--- src/rtl/shift_rows_pkg.sv ---
// Shared AES state types, geometry constants and the byte-index helper.
package shift_rows_pkg;

    typedef logic [127:0] state_t;
    typedef logic [7:0]   byte_t;

    localparam int unsigned NUM_ROWS = 4;
    localparam int unsigned NUM_COLS = 4;

    // Column-major: byte k holds s[k%4][k/4], byte 0 is the MSB byte.
    function automatic int unsigned byte_idx(input int unsigned r, input int unsigned c);
        return r + NUM_ROWS * c;
    endfunction

endpackage

--- src/rtl/ShiftRowsInverse.sv ---
// InvShiftRows stage for the decrypt round pipeline.
module ShiftRowsInverse
    import shift_rows_pkg::*;
(
    input  logic   clock,
    input  logic   reset_n,
    input  logic   valid_in,
    input  state_t in,
    output logic   valid_out,
    output state_t out
);

    shift_rows #(
        .INVERSE(1'b1)
    ) u_shift_rows (
        .clock    (clock),
        .reset_n  (reset_n),
        .valid_in (valid_in),
        .in       (in),
        .valid_out(valid_out),
        .out      (out)
    );

endmodule

--- src/rtl/shift_rows_perm.sv ---
// Combinational ShiftRows / InvShiftRows byte permutation; pure wiring.
module shift_rows_perm
    import shift_rows_pkg::*;
#(
    parameter bit INVERSE = 1'b0
) (
    input  state_t in,
    output state_t perm
);

    for (genvar r = 0; r < NUM_ROWS; r++) begin : g_row
        for (genvar c = 0; c < NUM_COLS; c++) begin : g_col
            // Forward rotates row r left by r; inverse rotates it right by r.
            localparam int unsigned SrcCol = INVERSE ? (c + NUM_COLS - r) % NUM_COLS
                                                     : (c + r) % NUM_COLS;
            localparam int unsigned Dst = byte_idx(r, c);
            localparam int unsigned Src = byte_idx(r, SrcCol);
            assign perm[127-8*Dst -: 8] = in[127-8*Src -: 8];
        end
    end

endmodule

--- src/rtl/shift_rows.sv ---
// AES ShiftRows stage: byte permutation followed by one registered output with valid.
module shift_rows
    import shift_rows_pkg::*;
#(
    parameter bit INVERSE = 1'b0
) (
    input  logic   clock,
    input  logic   reset_n,
    input  logic   valid_in,
    input  state_t in,
    output logic   valid_out,
    output state_t out
);

    state_t perm_w;
    state_t out_d, out_q;
    logic   valid_q;

    shift_rows_perm #(
        .INVERSE(INVERSE)
    ) u_perm (
        .in  (in),
        .perm(perm_w)
    );

    // Only a sampled-high valid_in loads the register, so X on idle inputs never reaches out.
    always_comb begin
        out_d = out_q;
        if (valid_in) begin
            out_d = perm_w;
        end
    end

    always_ff @(posedge clock or negedge reset_n) begin
        if (!reset_n) begin
            out_q   <= '0;
            valid_q <= 1'b0;
        end else begin
            out_q   <= out_d;
            valid_q <= valid_in;
        end
    end

    assign out       = out_q;
    assign valid_out = valid_q;

endmodule

--- config.mk ---
export PLATFORM = sky130hd
export DESIGN_NAME = ShiftRowsInverse
export DESIGN_NICKNAME = d
export VERILOG_FILES = /design/src/rtl/shift_rows_pkg.sv /design/src/rtl/ShiftRowsInverse.sv /design/src/rtl/shift_rows_perm.sv /design/src/rtl/shift_rows.sv
export SDC_FILE = /design/constraint.sdc
export NUM_CORES = 1
export LEC_CHECK = 0
export BUFFER_PORTS_ARGS = -buffer_cell sky130_fd_sc_hd__buf_2
export CORE_ASPECT_RATIO = 1.5
export CORE_UTILIZATION = 40
export DETAILED_ROUTE_END_ITERATION = 8
export PLACE_DENSITY = 0.85
export SETUP_SLACK_MARGIN = 0.02
export SYNTH_ARGS = -nofsm -noshare
export SYNTH_HDL_FRONTEND = slang
export SYNTH_SLANG_ARGS = --single-unit
export TNS_END_PERCENT = 50
--- constraint.sdc ---
create_clock -name clock -period 0.8 [get_ports clock]
set_input_delay 0 -clock clock [delete_from_list [all_inputs] [get_ports clock]]
set_output_delay 0 -clock clock [all_outputs]
set_load 0.02 [all_outputs]
==> results.sh <==
export IMPL_max_freq_mhz=1020
export IMPL_timing_critical_path_required_ns=0.80
export IMPL_relSlewSlack=0.826
export IMPL_die_h_um=137
export IMPL_drv_cap=0
export IMPL_ys_seq_area_frac=0.666
export IMPL_cts_htree_levels=4
export IMPL_fin_ws_ns=-0.181
export IMPL_setup_viol=196
export IMPL_slew_violations=0
export IMPL_fin_crit_ns=0.981
export IMPL_design_core_area_um2=11700
export IMPL_p_leak_nw=4.51
export IMPL_wl_per_cell_um=21.5
export IMPL_grt_pass1_wl_um=24800
export IMPL_syn2layout_area_growth_pct=98.7
export IMPL_grt_pass1_vias=4781
export IMPL_drc=0
export IMPL_start_kind="register"
export IMPL_clk_latency_ns=0.41
export IMPL_layout_cells_most_common="buf_2"
export IMPL_drive_above_1_share=0.735
export IMPL_vias=4368
export IMPL_start_util=0.416
export IMPL_cts_root_buf="clkbuf_16"
export IMPL_syn_avg_cell_area_um2=17.9
export IMPL_netlist_area_um2=4850
export IMPL_detail_route_first_pass_iterations=4
export IMPL_nets=859
export IMPL_synth_cell_type_count=4
export IMPL_dieArea_um2=12600
export IMPL_critical_path_class="register to output pin"
export IMPL_drt_iter0_drc=154
export IMPL_io_buffers=259
export IMPL_post_route_util=0.827
export IMPL_violations="negative hold slack, negative setup slack"
export IMPL_rsz0062_at_grt="true"
export IMPL_netlist_instances=271
export IMPL_final_cell_mix="137 x buf_2, 132 x buf_6, 130 x dlygate4sd3_1"
export IMPL_yosys_area_top_type_share=0.666
export IMPL_wl_um=19200
export IMPL_antenna_found_initial=1
export IMPL_clkTransAtPathRegs_ns=0.06
export IMPL_place_ws_ns=-0.155
export IMPL_cp_top_family="flip-flops"
export IMPL_crit_path_end_kind="output pin"
export IMPL_hold_viol=2
export IMPL_ys_warnings_count=0
export IMPL_ios=260
export IMPL_crit_buf_inv=1
export IMPL_cts_made_buffers=17
export IMPL_row_count=48
export IMPL_fp_dieW_um=91.9
export IMPL_synth_seq_cells=129
export IMPL_tightest_slew_ns=0.261
export IMPL_via_per_inst=4.89
export IMPL_clock_sinks=129
export IMPL_holdWs_ns=-0.000710
export IMPL_grt_max_degree=49
export IMPL_synth_area_leader_cell="dfrtp_1"
export IMPL_path_max_fanout=2
export IMPL_dp_hpwl_um=8900
export IMPL_ys_top_cells_by_area="dfrtp_1 67%, mux2_2 30%, clkbuf_8 2.3%"
export IMPL_outcome="finished, violations left"
export IMPL_fin_skew_ns=0
export IMPL_cts_tree="built"
export IMPL_critPathMaxStageDelay_ns=0.43
export IMPL_critical_path_cell_chain="buf_6"
export IMPL_track_usage=0.266
export IMPL_synth_nets=402
export IMPL_overflow=0
export IMPL_power_total_mw=22.0
export IMPL_crit_slowest_cell="dfrtp_2"
export IMPL_cts_buffer_depth=2
export IMPL_ant_nets=0
export IMPL_nFillCells=505
export IMPL_pwr_density_cell_nw_per_um2=2280
export IMPL_gp_congestion=0.714
export IMPL_worstPathArrival_ns=0.98
export IMPL_ir_drop_mv=1.53
export IMPL_hp_class="input pin to async pin"
export IMPL_period_share=1.23
cell usage after synthesis:
cell type  number
buf_6           6
clkbuf_8        8
dfrtp_1       129
mux2_2        128
stage by stage:
step           cells  setup TNS [ns]  area, µm²
6_report         893          -25.07       9630
2_1_floorplan    271           -2.53       4930
3_5_place_dp     682          -15.25       6410
3_3_place_gp     682          -11.87       6410
4_1_cts          858          -21.93       9000
5_1_grt          892          -28.84       9630
cell type report:
class	count	area, µm²	area share
tap	150	188	0.0195
clock inverter	12	253	0.0262
antenna	2	5.00	0.000520
timing repair buffer	452	3920	0.407
sequential	129	3310	0.343
multi-input combinational	128	1500	0.156
clock buffer	20	457	0.0474
power by group:
part | total [mW] | switching [mW] | internal [mW]
combinational | 4.86 | 2.06 | 2.80
clock | 9.34 | 2.97 | 6.36
sequential | 7.81 | 0.564 | 7.25
total | 22.0 | 5.60 | 16.4
per-layer routing:
layer / part of all wire / wire length [µm] / global-route usage
met1: 0.33 / 6350 / 0.251
met2: 0.57 / 10800 / 0.515
met3: 0.059 / 1140 / 0.0694
met4: 0.044 / 848 / 0.144
met5: 0 / 0 / 0
final timing paths:
check	endpoint	startpoint	cells after the start	slack, ns
min in group clock	u_shift_rows.out[126]$_DFFE_PN0P_	valid_in	3	0.19
hold / removal	u_shift_rows.out[13]$_DFFE_PN0P_	reset_n	2	-0.0007
setup reg to reg	u_shift_rows.out[127]$_DFFE_PN0P_	u_shift_rows.out[127]$_DFFE_PN0P_	2	-0.16
hold reg to reg	u_shift_rows.out[54]$_DFFE_PN0P_	u_shift_rows.out[54]$_DFFE_PN0P_	1	0.50
setup / recovery	out[10]	u_shift_rows.out[10]$_DFFE_PN0P_	1	-0.18
max in group asynchronous	u_shift_rows.out[14]$_DFFE_PN0P_	reset_n	3	0.27
kinds of logic (layout without fill, tap and decap cells):
| logic type | count (synthesis) | in the layout | share of synthesized area |
|---|---|---|---|
| buffers and inverters | 14 | 484 | 0.0367 |
| flip-flops | 129 | 129 | 0.666 |
| other | 0 | 2 | 0 |
| multiplexers | 128 | 128 | 0.297 |
flip-flops by register name (all words and copies together) (netlist names):
register / cells
u_shift_rows.valid_out: 1
u_shift_rows.out: 128
timing repair:
item	CTS	global route
endpoints found under the hold margin	258	0
setup buffers	14	33
resized for setup	151	118
hold buffers	130	0
pin swaps	0	0
endpoints found under the setup margin	143	218
(Power assumes the default switching activity.)
